===== src/rtl/mem_ctrl_pkg.sv =====
// Shared types and widths for the memory access arbiter.
package mem_ctrl_pkg;

    localparam int unsigned ADDR_W = 32;
    localparam int unsigned DATA_W = 32;

    typedef enum logic [2:0] {
        StIdle,
        StLookup,
        StRamRd,
        StFill,
        StRamWr,
        StUpdate,
        StDone
    } state_e;

    // States that wait on a downstream response and are covered by the timeout.
    function automatic logic is_wait(input state_e s);
        return s inside {StLookup, StRamRd, StFill, StRamWr, StUpdate};
    endfunction

endpackage


===== src/rtl/mem_access_arbiter_if.sv =====
// Requester, cache and RAM signals of the memory access arbiter.
interface mem_access_arbiter_if;
    import mem_ctrl_pkg::*;

    logic              req_0, req_1, we_0, we_1;
    logic [ADDR_W-1:0] addr_0, addr_1;
    logic [DATA_W-1:0] wdata_0, wdata_1;
    logic              gnt_0, gnt_1, done_0, done_1, err;
    logic [DATA_W-1:0] rdata;

    logic              cache_req, cache_we, cache_response, cache_hit;
    logic [ADDR_W-1:0] cache_addr;
    logic [DATA_W-1:0] cache_wdata, cache_rdata;

    logic              ram_req, ram_we, ram_response;
    logic [ADDR_W-1:0] ram_addr;
    logic [DATA_W-1:0] ram_wdata, ram_rdata;

    // Arbiter side.
    modport slave (
        input  req_0, req_1, we_0, we_1, addr_0, addr_1, wdata_0, wdata_1,
        output gnt_0, gnt_1, done_0, done_1, err, rdata,
        output cache_req, cache_we, cache_addr, cache_wdata,
        input  cache_response, cache_hit, cache_rdata,
        output ram_req, ram_we, ram_addr, ram_wdata,
        input  ram_response, ram_rdata
    );

    // Requesters plus cache/RAM side.
    modport master (
        output req_0, req_1, we_0, we_1, addr_0, addr_1, wdata_0, wdata_1,
        input  gnt_0, gnt_1, done_0, done_1, err, rdata,
        input  cache_req, cache_we, cache_addr, cache_wdata,
        output cache_response, cache_hit, cache_rdata,
        input  ram_req, ram_we, ram_addr, ram_wdata,
        output ram_response, ram_rdata
    );

endinterface


===== src/rtl/rr_arbiter2.sv =====
// Two-port round-robin arbiter; last_grant only moves when a grant is taken.
module rr_arbiter2 (
    input  logic       i_clk,
    input  logic       i_rst,
    input  logic [1:0] i_req,
    input  logic       i_advance,
    output logic [1:0] o_gnt
);

    logic r_last_grant;

    // One-hot grant: a lone request wins, a tie goes to the port not served last.
    always_comb begin
        o_gnt = 2'b00;
        unique case (i_req)
            2'b01:   o_gnt = 2'b01;
            2'b10:   o_gnt = 2'b10;
            2'b11:   o_gnt = r_last_grant ? 2'b01 : 2'b10;
            default: o_gnt = 2'b00;
        endcase
    end

    // Remember which port was captured; port 1 after reset so port 0 wins the first tie.
    always_ff @(posedge i_clk) begin
        if (i_rst) begin
            r_last_grant <= 1'b1;
        end else if (i_advance && (|i_req)) begin
            r_last_grant <= o_gnt[1];
        end
    end

endmodule


===== src/rtl/mem_access_arbiter.sv =====
// Round-robin request arbiter and cache/RAM access sequencer.
module mem_access_arbiter
    import mem_ctrl_pkg::*;
#(
    parameter int unsigned TIMEOUT = 64
) (
    input  logic                i_clk,
    input  logic                i_rst,
    mem_access_arbiter_if.slave io_bus
);

    localparam int unsigned CntW = $clog2(TIMEOUT);

    state_e            r_state, w_state_nxt;
    logic              r_port, w_port_nxt;
    logic              r_we, w_we_nxt;
    logic [ADDR_W-1:0] r_addr, w_addr_nxt;
    logic [DATA_W-1:0] r_wdata, w_wdata_nxt;
    logic [DATA_W-1:0] r_rdata, w_rdata_nxt;
    logic              r_err, w_err_nxt;
    logic              r_gnt, w_gnt_nxt;
    logic [CntW-1:0]   r_cnt, w_cnt_nxt;

    logic [1:0]        w_req, w_arb_gnt;
    logic              w_advance, w_sel, w_timeout;

    assign w_req     = {io_bus.req_1, io_bus.req_0};
    assign w_sel     = w_arb_gnt[1];
    assign w_timeout = (r_cnt == CntW'(TIMEOUT - 1));

    rr_arbiter2 u_arb (
        .i_clk     (i_clk),
        .i_rst     (i_rst),
        .i_req     (w_req),
        .i_advance (w_advance),
        .o_gnt     (w_arb_gnt)
    );

    // Next-state: capture a request in IDLE, then step through the downstream accesses.
    always_comb begin
        w_state_nxt = r_state;
        w_port_nxt  = r_port;
        w_we_nxt    = r_we;
        w_addr_nxt  = r_addr;
        w_wdata_nxt = r_wdata;
        w_rdata_nxt = r_rdata;
        w_err_nxt   = r_err;
        w_gnt_nxt   = 1'b0;
        w_advance   = 1'b0;
        w_cnt_nxt   = '0;
        unique case (r_state)
            StIdle: begin
                if (|w_req) begin
                    w_advance   = 1'b1;
                    w_gnt_nxt   = 1'b1;
                    w_port_nxt  = w_sel;
                    w_we_nxt    = w_sel ? io_bus.we_1    : io_bus.we_0;
                    w_addr_nxt  = w_sel ? io_bus.addr_1  : io_bus.addr_0;
                    w_wdata_nxt = w_sel ? io_bus.wdata_1 : io_bus.wdata_0;
                    w_rdata_nxt = '0;
                    w_err_nxt   = 1'b0;
                    w_state_nxt = w_we_nxt ? StRamWr : StLookup;
                end
            end
            StLookup: begin
                if (io_bus.cache_response) begin
                    if (io_bus.cache_hit) begin
                        w_rdata_nxt = io_bus.cache_rdata;
                        w_state_nxt = StDone;
                    end else begin
                        w_state_nxt = StRamRd;
                    end
                end
            end
            StRamRd: begin
                if (io_bus.ram_response) begin
                    w_rdata_nxt = io_bus.ram_rdata;
                    w_state_nxt = StFill;
                end
            end
            StFill:   if (io_bus.cache_response) w_state_nxt = StDone;
            StRamWr:  if (io_bus.ram_response)   w_state_nxt = StUpdate;
            StUpdate: if (io_bus.cache_response) w_state_nxt = StDone;
            StDone:   w_state_nxt = StIdle;
            default:  w_state_nxt = StIdle;
        endcase

        // Still waiting: count, or abort once the budget is spent. A response wins over expiry.
        if (is_wait(r_state) && (w_state_nxt == r_state)) begin
            if (w_timeout) begin
                w_err_nxt   = 1'b1;
                w_rdata_nxt = '0;
                w_state_nxt = StDone;
            end else begin
                w_cnt_nxt = r_cnt + 1'b1;
            end
        end
    end

    // State and transaction registers, cleared by synchronous reset.
    always_ff @(posedge i_clk) begin
        if (i_rst) begin
            r_state <= StIdle;
            r_port  <= 1'b0;
            r_we    <= 1'b0;
            r_addr  <= '0;
            r_wdata <= '0;
            r_rdata <= '0;
            r_err   <= 1'b0;
            r_gnt   <= 1'b0;
            r_cnt   <= '0;
        end else begin
            r_state <= w_state_nxt;
            r_port  <= w_port_nxt;
            r_we    <= w_we_nxt;
            r_addr  <= w_addr_nxt;
            r_wdata <= w_wdata_nxt;
            r_rdata <= w_rdata_nxt;
            r_err   <= w_err_nxt;
            r_gnt   <= w_gnt_nxt;
            r_cnt   <= w_cnt_nxt;
        end
    end

    logic w_done, w_cache_req, w_ram_req;
    assign w_done      = (r_state == StDone);
    assign w_cache_req = r_state inside {StLookup, StFill, StUpdate};
    assign w_ram_req   = r_state inside {StRamRd, StRamWr};

    assign io_bus.gnt_0       = r_gnt & ~r_port;
    assign io_bus.gnt_1       = r_gnt & r_port;
    assign io_bus.done_0      = w_done & ~r_port;
    assign io_bus.done_1      = w_done & r_port;
    assign io_bus.rdata       = w_done ? r_rdata : '0;
    assign io_bus.err         = w_done & r_err;

    assign io_bus.cache_req   = w_cache_req;
    assign io_bus.cache_we    = r_state inside {StFill, StUpdate};
    assign io_bus.cache_addr  = w_cache_req ? r_addr : '0;
    assign io_bus.cache_wdata = (r_state == StFill)   ? r_rdata :
                                (r_state == StUpdate) ? r_wdata : '0;

    assign io_bus.ram_req     = w_ram_req;
    assign io_bus.ram_we      = (r_state == StRamWr);
    assign io_bus.ram_addr    = w_ram_req ? r_addr : '0;
    assign io_bus.ram_wdata   = (r_state == StRamWr) ? r_wdata : '0;

endmodule


===== src/flat_wrapper.sv =====
// flat-port wrapper written by rule: the top's interface ports become plain ports
module mem_access_arbiter_flat import mem_ctrl_pkg::*;
#(
    parameter int unsigned TIMEOUT = 64
)
  (i_clk, i_rst, io_bus_req_0, io_bus_req_1, io_bus_we_0, io_bus_we_1, io_bus_addr_0, io_bus_addr_1, io_bus_wdata_0, io_bus_wdata_1, io_bus_gnt_0, io_bus_gnt_1, io_bus_done_0, io_bus_done_1, io_bus_err, io_bus_rdata, io_bus_cache_req, io_bus_cache_we, io_bus_cache_addr, io_bus_cache_wdata, io_bus_cache_response, io_bus_cache_hit, io_bus_cache_rdata, io_bus_ram_req, io_bus_ram_we, io_bus_ram_addr, io_bus_ram_wdata, io_bus_ram_response, io_bus_ram_rdata);
  mem_access_arbiter_if io_bus_i ();
  input  logic i_clk;
  input  logic i_rst;
  input wire logic [$bits(io_bus_i.req_0)-1:0] io_bus_req_0;
  input wire logic [$bits(io_bus_i.req_1)-1:0] io_bus_req_1;
  input wire logic [$bits(io_bus_i.we_0)-1:0] io_bus_we_0;
  input wire logic [$bits(io_bus_i.we_1)-1:0] io_bus_we_1;
  input wire logic [$bits(io_bus_i.addr_0)-1:0] io_bus_addr_0;
  input wire logic [$bits(io_bus_i.addr_1)-1:0] io_bus_addr_1;
  input wire logic [$bits(io_bus_i.wdata_0)-1:0] io_bus_wdata_0;
  input wire logic [$bits(io_bus_i.wdata_1)-1:0] io_bus_wdata_1;
  output wire logic [$bits(io_bus_i.gnt_0)-1:0] io_bus_gnt_0;
  output wire logic [$bits(io_bus_i.gnt_1)-1:0] io_bus_gnt_1;
  output wire logic [$bits(io_bus_i.done_0)-1:0] io_bus_done_0;
  output wire logic [$bits(io_bus_i.done_1)-1:0] io_bus_done_1;
  output wire logic [$bits(io_bus_i.err)-1:0] io_bus_err;
  output wire logic [$bits(io_bus_i.rdata)-1:0] io_bus_rdata;
  output wire logic [$bits(io_bus_i.cache_req)-1:0] io_bus_cache_req;
  output wire logic [$bits(io_bus_i.cache_we)-1:0] io_bus_cache_we;
  output wire logic [$bits(io_bus_i.cache_addr)-1:0] io_bus_cache_addr;
  output wire logic [$bits(io_bus_i.cache_wdata)-1:0] io_bus_cache_wdata;
  input wire logic [$bits(io_bus_i.cache_response)-1:0] io_bus_cache_response;
  input wire logic [$bits(io_bus_i.cache_hit)-1:0] io_bus_cache_hit;
  input wire logic [$bits(io_bus_i.cache_rdata)-1:0] io_bus_cache_rdata;
  output wire logic [$bits(io_bus_i.ram_req)-1:0] io_bus_ram_req;
  output wire logic [$bits(io_bus_i.ram_we)-1:0] io_bus_ram_we;
  output wire logic [$bits(io_bus_i.ram_addr)-1:0] io_bus_ram_addr;
  output wire logic [$bits(io_bus_i.ram_wdata)-1:0] io_bus_ram_wdata;
  input wire logic [$bits(io_bus_i.ram_response)-1:0] io_bus_ram_response;
  input wire logic [$bits(io_bus_i.ram_rdata)-1:0] io_bus_ram_rdata;
  assign io_bus_i.req_0 = io_bus_req_0;
  assign io_bus_i.req_1 = io_bus_req_1;
  assign io_bus_i.we_0 = io_bus_we_0;
  assign io_bus_i.we_1 = io_bus_we_1;
  assign io_bus_i.addr_0 = io_bus_addr_0;
  assign io_bus_i.addr_1 = io_bus_addr_1;
  assign io_bus_i.wdata_0 = io_bus_wdata_0;
  assign io_bus_i.wdata_1 = io_bus_wdata_1;
  assign io_bus_gnt_0 = io_bus_i.gnt_0;
  assign io_bus_gnt_1 = io_bus_i.gnt_1;
  assign io_bus_done_0 = io_bus_i.done_0;
  assign io_bus_done_1 = io_bus_i.done_1;
  assign io_bus_err = io_bus_i.err;
  assign io_bus_rdata = io_bus_i.rdata;
  assign io_bus_cache_req = io_bus_i.cache_req;
  assign io_bus_cache_we = io_bus_i.cache_we;
  assign io_bus_cache_addr = io_bus_i.cache_addr;
  assign io_bus_cache_wdata = io_bus_i.cache_wdata;
  assign io_bus_i.cache_response = io_bus_cache_response;
  assign io_bus_i.cache_hit = io_bus_cache_hit;
  assign io_bus_i.cache_rdata = io_bus_cache_rdata;
  assign io_bus_ram_req = io_bus_i.ram_req;
  assign io_bus_ram_we = io_bus_i.ram_we;
  assign io_bus_ram_addr = io_bus_i.ram_addr;
  assign io_bus_ram_wdata = io_bus_i.ram_wdata;
  assign io_bus_i.ram_response = io_bus_ram_response;
  assign io_bus_i.ram_rdata = io_bus_ram_rdata;
  mem_access_arbiter #(.TIMEOUT(TIMEOUT)) u_core (.i_clk(i_clk), .i_rst(i_rst), .io_bus(io_bus_i));
endmodule

===== config.mk =====
export PLATFORM = sky130hd
export DESIGN_NAME = mem_access_arbiter_flat
export DESIGN_NICKNAME = d
export VERILOG_FILES = /design/src/rtl/mem_ctrl_pkg.sv /design/src/rtl/mem_access_arbiter_if.sv /design/src/rtl/rr_arbiter2.sv /design/src/rtl/mem_access_arbiter.sv /design/src/flat_wrapper.sv
export SDC_FILE = /design/constraint.sdc
export NUM_CORES = 1
export LEC_CHECK = 0
export CORE_AREA = 2 2 145 147
export DETAILED_ROUTE_END_ITERATION = 10
export DIE_AREA = 0 0 147 149
export PLACE_DENSITY = 0.66
export SETUP_SLACK_MARGIN = 0.05
export SLEW_MARGIN = 10
export SYNTH_ARGS = -nofsm -noshare
export SYNTH_HDL_FRONTEND = slang
export SYNTH_SLANG_ARGS = --single-unit

===== constraint.sdc =====
create_clock -name i_clk -period 4.45 [get_ports i_clk]
set_input_delay 1.335 -clock i_clk [delete_from_list [all_inputs] [get_ports i_clk]]
set_output_delay 1.335 -clock i_clk [all_outputs]
set_load 0.1 [all_outputs]

==> impl_metrics.tcl, run 1 <==
set metrics [dict create \
    status "finished, final reports clean" \
    synth_mux_area_share_pct 11.0 \
    ys_warn_count 0 \
    crit_fanout 20 \
    clock_path_buffers 2 \
    rr_worst_depth 4 \
    synthTopCellsByArea "dfxtp_1 37%, and2_1 14%, mux2i_1 11%" \
    cp-end-kind "primary output" \
    die_h_um 149 \
    cts_buffers 9 \
    placement.io_buffers 369 \
    synth_top_family_by_area "simple AND/OR/NAND/NOR gates" \
    period_share_pct 84.5 \
    min_path_type "reg2reg" \
    antenna_found_initial 4 \
    design.core.area_um2 20600 \
    cts_setup_buffers 0 \
    cts_hold_buf 0 \
    hold_end "u_core.r_cnt[0]" \
    synth_common_cells "131 x and2_1, 109 x dfxtp_1, 78 x nor2_1, 65 x mux2i_1, 64 x a211oi_1" \
    syn-cell-area_um2 5920 \
    max_freq_ghz 0.266 \
    path_clk_slew_ns 0.07 \
    io-pin-count 370 \
    fin_util_pct 49.4 \
    drive_gt1_share_pct 20.3 \
    start_util_pct 28.8 \
    via_count 6347 \
    viasPerCell 4.86 \
    grt_pass1_vias 6282 \
    r2r_setup_slack_ns 2.16 \
    leakagePower_nw 4.09 \
    synth_compound_area_share_pct 21.3 \
    min_from "u_core.r_cnt[0]" \
    ys.flop_type "dfxtp_1" \
    syn_avg_cell_area_um2 8.52 \
    worst_pin_slew_ns 0.997 \
    slew_violations 0 \
    finalSetupTns_ns 0 \
    fin_nets 1227 \
    relSlewSlack_pct 33.3 \
    wire_per_inst_um 18.6 \
    path_class "reg2out" \
    first_iter_violations 283 \
    cts_max_level 3 \
    wl_um 24300 \
    yosysSeqAreaShare_pct 36.9 \
    power_density_nw_per_um2 408 \
    cts_root_buffer "clkbuf_16" \
    finalHoldViolations 0 \
    holdPathStages 1 \
    startpoint_type "flop" \
    place_congestion 0.836 \
    setup_viol 0 \
    synth_edf_count 0 \
    synth-xor-area-share_pct 0.592 \
    clock_skew_ns 0.0103 \
    drtPass1Iterations 4 \
    critical_path_required_ns 3.12 \
    num_rows 53 \
    drc 0 \
    synth_cells 695 \
    vdd_drop_max_mv 0.327 \
    dp_hpwl_um 17800 \
    grt_util_all_layers_pct 21.6 \
    yosysTopAreaCell "dfxtp_1" \
    grt_max_degree 92 \
    grt_pass1_wl_um 36700 \
    min_period_ns 3.76 \
    clock-sinks 109 \
    synth-seq-cells 109 \
    rsz0062_at_grt "false" \
    synthAdderAreaFrac_pct 0.211 \
    antenna_left 0 \
    critPathArrivalTime_ns 2.43 \
    synth_cell_types 32 \
    die_x_um 147 \
    reg2reg_to "u_core.r_rdata[3]" \
    tritoncts "yes" \
    syn-num-nets 897 \
    r2r_start "u_core.r_state[1]" \
    clk_latency_ns 0.35 \
    yosys.area_share.simple_pct 24.7 \
    synthArstFlopShare_pct 0 \
    maxCapViolCount 0 \
    dieArea_um2 21900 \
    area_delta_synth_final_pct 71.6 \
    synth_top_area_share_pct 36.9 \
    grt-ovfl-total 0 \
    synth_most_common_cell "and2_1" \
    cts_resized 0 \
]
-- power breakdown --
| group | total [mW] | internal (mW) | switching [mW] |
|---|---|---|---|
| registers | 1.31 | 1.15 | 0.153 |
| clock network | 0.814 | 0.451 | 0.363 |
| logic | 2.02 | 0.594 | 1.43 |
-- kinds of logic after synthesis --
| kind of cell | Yosys count |
|---|---|
| XOR/XNOR | 4 |
| adder cells (fa/ha/maj) | 1 |
| buffers and inverters | 69 |
| flip-flops | 109 |
| AND/OR/NAND/NOR | 270 |
| multiplexers | 65 |
| AO/OA/AOI/OAI | 177 |
-- cell type report --
type / instances / area [um^2]
Fill cell: 1999 / 10400
Timing Repair Buffer: 386 / 3860
Multi-Input combinational cell: 517 / 3460
Sequential cell: 109 / 2180
Tap cell: 275 / 344
Clock buffer: 12 / 246
Clock inverter: 4 / 47.5
Inverter: 2 / 7.51
Antenna cell: 2 / 5.00
-- stage by stage --
| stage | hold WS [ns] | area [um^2] | instances | worst slack (ns) | total power [mW] |
|---|---|---|---|---|---|
| 2_1_floorplan | 0.418 | 5920 | 695 | 0.321 | 2.76 |
| 3_3_place_gp | 0.434 | 9860 | 1289 | 1.08 | 3.34 |
| 3_5_place_dp | 0.441 | 9860 | 1289 | 1.04 | 3.37 |
| 4_1_cts | 0.456 | 10200 | 1305 | 0.656 | 4.20 |
| 5_1_grt | 0.483 | 10200 | 1306 | 0.482 | 4.38 |
| 6_report | 0.450 | 10200 | 1307 | 0.689 | 4.14 |
-- metal layers --
layer	vias up	global-route usage [%]	wire, um
li1	3136	-	-
met1	2954	26.0	9910
met2	212	38.1	12200
met3	41	5.05	1530
met4	4	7.31	672
met5	-	0	30
-- flip-flops by register name, summed over array words and instances (netlist names) --
signal	flops
u_core.r_addr	32
u_core.r_cnt	6
u_core.r_err	1
u_core.r_gnt	1
u_core.r_port	1
u_core.r_rdata	32
u_core.r_state	3
u_core.r_wdata	32
u_core.u_arb.r_last_grant	1
-- cell usage in the layout (no fill, tap or decap), types with 3 or more instances in the layout --
cell type        Yosys  final
xnor2_1              3      3
nand2_1              7      7
and3_1               3      3
a22o_1              32     32
clkbuf_16            0      9
nand3_1             34     34
clkdlybuf4s50_1      0    201
buf_4                7    147
nor2b_1              5      5
a22oi_1             33     33
nand2b_1             3      3
dfxtp_1            109    109
a211oi_1            64     64
a21oi_1             39     37
buf_12               0     37
o21ai_0              5      5
nor2_1              78     76
mux2i_1             65     65
and2_1             131    131
-- worst max-delay path: stages (launching register included) --
cell     delay (ns)
dfxtp_1        0.69
and3_1         0.63
buf_4          0.35
and2_1         0.22
buf_12         0.19
-- how the worst max path moves through the flow --
stage,from,end,slack [ns],cells after the start
2_1_floorplan,u_core.r_state[2],io_bus_ram_wdata[22],0.32,4
3_3_place_gp,u_core.r_state[1],io_bus_rdata[3],1.08,4
3_5_place_dp,u_core.r_state[1],io_bus_rdata[7],1.04,4
4_1_cts,u_core.r_state[1],io_bus_rdata[7],0.66,4
5_1_grt,u_core.r_state[1],io_bus_rdata[13],0.48,4
6_report,u_core.r_state[1],io_bus_rdata[7],0.69,4
Note: power is estimated with default switching activity, not from simulation.
==> run 2, diff against run 1 <==
--- a/config.mk
+++ b/config.mk
@@ -5,10 +5,10 @@
 export SDC_FILE = /design/constraint.sdc
 export NUM_CORES = 1
 export LEC_CHECK = 0
-export CORE_AREA = 2 2 145 147
+export CORE_AREA = 2 2 143 145
 export DETAILED_ROUTE_END_ITERATION = 10
-export DIE_AREA = 0 0 147 149
-export PLACE_DENSITY = 0.66
+export DIE_AREA = 0 0 145 147
+export PLACE_DENSITY = 0.7
 export SETUP_SLACK_MARGIN = 0.05
 export SLEW_MARGIN = 10
 export SYNTH_ARGS = -nofsm -noshare
==> constraint.sdc (replaced) <==
create_clock -name i_clk -period 3.4 [get_ports i_clk]
set_input_delay 1.02 -clock i_clk [delete_from_list [all_inputs] [get_ports i_clk]]
set_output_delay 1.02 -clock i_clk [all_outputs]
set_load 0.1 [all_outputs]
==> run 2 against run 1 <==
- sequential share of layout area is 3.1 points lower
- utilization is 11 points higher
- global-route usage is 1.0 points higher
- critical endpoint is now io_bus_cache_wdata[23]
- critical path depth is 1 higher
- final area is 17% higher
- register-to-register slack worse by 0.68 ns
- clock power is 24% higher
==> impl_metrics.tcl, run 2 (synthesized netlist as in run 1, its figures left out) <==
set metrics [dict create \
    status "finished, final reports clean" \
    critical_path.top_delay_family "flip-flops" \
    fin_nets 1232 \
    reg2reg_to "u_core.r_rdata[3]" \
    crit_buf_inv 2 \
    critPathLaunch "u_core.r_state[2]" \
    cts_setup_buffers 0 \
    leakagePower_nw 4.51 \
    clock-sinks 109 \
    r2r_start "u_core.r_state[1]" \
    grt_max_degree 67 \
    cts_buffers 9 \
    vdd_drop_max_mv 0.303 \
    path_clk_slew_ns 0.07 \
    finalHoldViolations 0 \
    grt-ovfl-total 0 \
    min_path_type "reg2reg" \
    cp-end-kind "primary output" \
    dp_hpwl_um 18900 \
    critical_path_required_ns 2.38 \
    drive_gt1_share_pct 21.6 \
    maxCapViolCount 0 \
    crit_chain "nand2b_1 -> nor2_4 -> buf_4 -> a22o_1 -> buf_12" \
    final_cell_mix "199 x clkdlybuf4s50_1, 174 x buf_12, 125 x and2_1" \
    place_congestion 0.779 \
    finalSetupTns_ns 0 \
    slowest_stage "dfxtp_2" \
    tritoncts "yes" \
    setup_viol 0 \
    slowest_delay_ns 0.51 \
    critPathArrivalTime_ns 1.94 \
    crit_fanout 19 \
    clock_path_buffers 2 \
    final_common_cell "clkdlybuf4s50_1" \
    grt_pass1_wl_um 37700 \
    grt_util_all_layers_pct 22.6 \
    num_rows 52 \
    period_share_pct 87.2 \
    use_met2_pct 40.0 \
    path_class "reg2out" \
    relSlewSlack_pct 55.7 \
    cts_root_buffer "clkbuf_16" \
    slew_violations 0 \
    io-pin-count 370 \
    fillCellCount 1675 \
    power_density_nw_per_um2 493 \
    whs_ns 0.454 \
    min_from "u_core.r_cnt[0]" \
    worst-path-stages 5 \
    first_iter_violations 325 \
    antenna_found_initial 2 \
    rsz0062_at_grt "false" \
    worst_pin_slew_ns 0.664 \
    rr_worst_depth 6 \
    endpoint "io_bus_cache_wdata[23]" \
    clock_skew_ns 0.00848 \
    fin_area_um2 11900 \
    start_util_pct 29.8 \
    die_x_um 145 \
    placement.io_buffers 369 \
    wire_per_inst_um 18.7 \
    design.core.area_um2 19800 \
    antenna_left 0 \
    grt.busiest_layer "met2" \
    startpoint_type "flop" \
    dieArea_um2 21300 \
    via_count 6422 \
    top_regs "u_core.r_addr: 32 flops, u_core.r_rdata: 32 flops, u_core.r_wdata: 32 flops" \
    r2r_setup_slack_ns 1.48 \
    drc 0 \
    viasPerCell 4.92 \
    max_freq_ghz 0.337 \
    drtPass1Iterations 4 \
    grt_use_met1_pct 26.5 \
    cts_max_level 3 \
    die_h_um 147 \
    area_delta_synth_final_pct 101 \
    grt_pass1_vias 6323 \
    min_period_ns 2.96 \
    clk_latency_ns 0.35 \
    met3_usage_pct 6.40 \
    placed_area_um2 11600 \
    wl_um 24400 \
]
run 2: cell types whose count changed in the layout (fill, tap and decap cells not counted), moves of 2 or more:
| cell | before | now |
|---|---|---|
| and2_1 | 131 | 125 |
| and2_2 | 0 | 6 |
| clkdlybuf4s50_1 | 201 | 199 |
| nor2_2 | 2 | 0 |
| buf_4 | 147 | 17 |
| nor2_4 | 0 | 2 |
| buf_12 | 37 | 174 |
run 2: worst min path at each step:
stage | endpoint | cells after the start
6_report | u_core.r_cnt[0] | 1
5_1_grt | u_core.r_cnt[0] | 1
2_1_floorplan | u_core.r_cnt[0] | 1
3_3_place_gp | u_core.r_cnt[0] | 1
3_5_place_dp | u_core.r_cnt[0] | 1
4_1_cts | u_core.r_cnt[0] | 1
run 2: where the power goes:
| group | internal (mW) | switching, mW | leakage, nW |
|---|---|---|---|
| combinational | 1.18 | 1.98 | 3.48 |
| sequential | 1.51 | 0.179 | 0.897 |
| clock | 0.535 | 0.478 | 0.135 |
run 2: per-stage QoR:
step,setup slack [ns],std cells,util [%],power (mW)
2_1_floorplan,0.0501,695,-,3.62
3_3_place_gp,0.605,1289,58.5,4.86
3_5_place_dp,0.558,1289,58.5,4.90
4_1_cts,0.164,1304,59.9,5.93
5_1_grt,0.291,1306,60.0,6.15
6_report,0.435,1306,60.0,5.86
run 2: cell type report:
class                           count  area, um^2  area share (%)
Inverter                            2        7.51          0.0631
Clock inverter                      3        21.3           0.179
Antenna cell                        2        5.00          0.0421
Timing Repair Buffer              391        5610            47.1
Clock buffer                       12         256            2.16
Tap cell                          270         338            2.84
Sequential cell                   109        2180            18.3
Multi-Input combinational cell    517        3480            29.3
run 2: layer usage:
layer,vias to the layer above,routed length (um),share of wire (%)
met4,0,646,2.6
met2,237,12400,51
met5,-,0,0
met3,35,1680,6.9
met1,3006,9700,40
li1,3144,-,-
run 2: worst reg2reg max path: stages, from the launching register on:
cell	delay, ns
dfxtp_1	0.33
buf_4	0.19
nor2_1	0.19
nand4_1	0.53
buf_12	0.39
nand3_1	0.10
a21oi_1	0.07
run 2: timing repair:
item	CTS	global route
setup endpoints to repair	0	5
endpoints found under the hold margin	0	0
hold buffers	0	0
resized for setup	0	1
==> run 3, diff against run 2 <==
--- a/config.mk
+++ b/config.mk
@@ -10,6 +10,7 @@
 export DIE_AREA = 0 0 145 147
 export PLACE_DENSITY = 0.7
 export SETUP_SLACK_MARGIN = 0.05
+export SKIP_LAST_GASP = 1
 export SLEW_MARGIN = 10
 export SYNTH_ARGS = -nofsm -noshare
 export SYNTH_HDL_FRONTEND = slang
==> results of run 3 <==
Same layout as run 2: the final DEF is identical, and so are final timing and power.
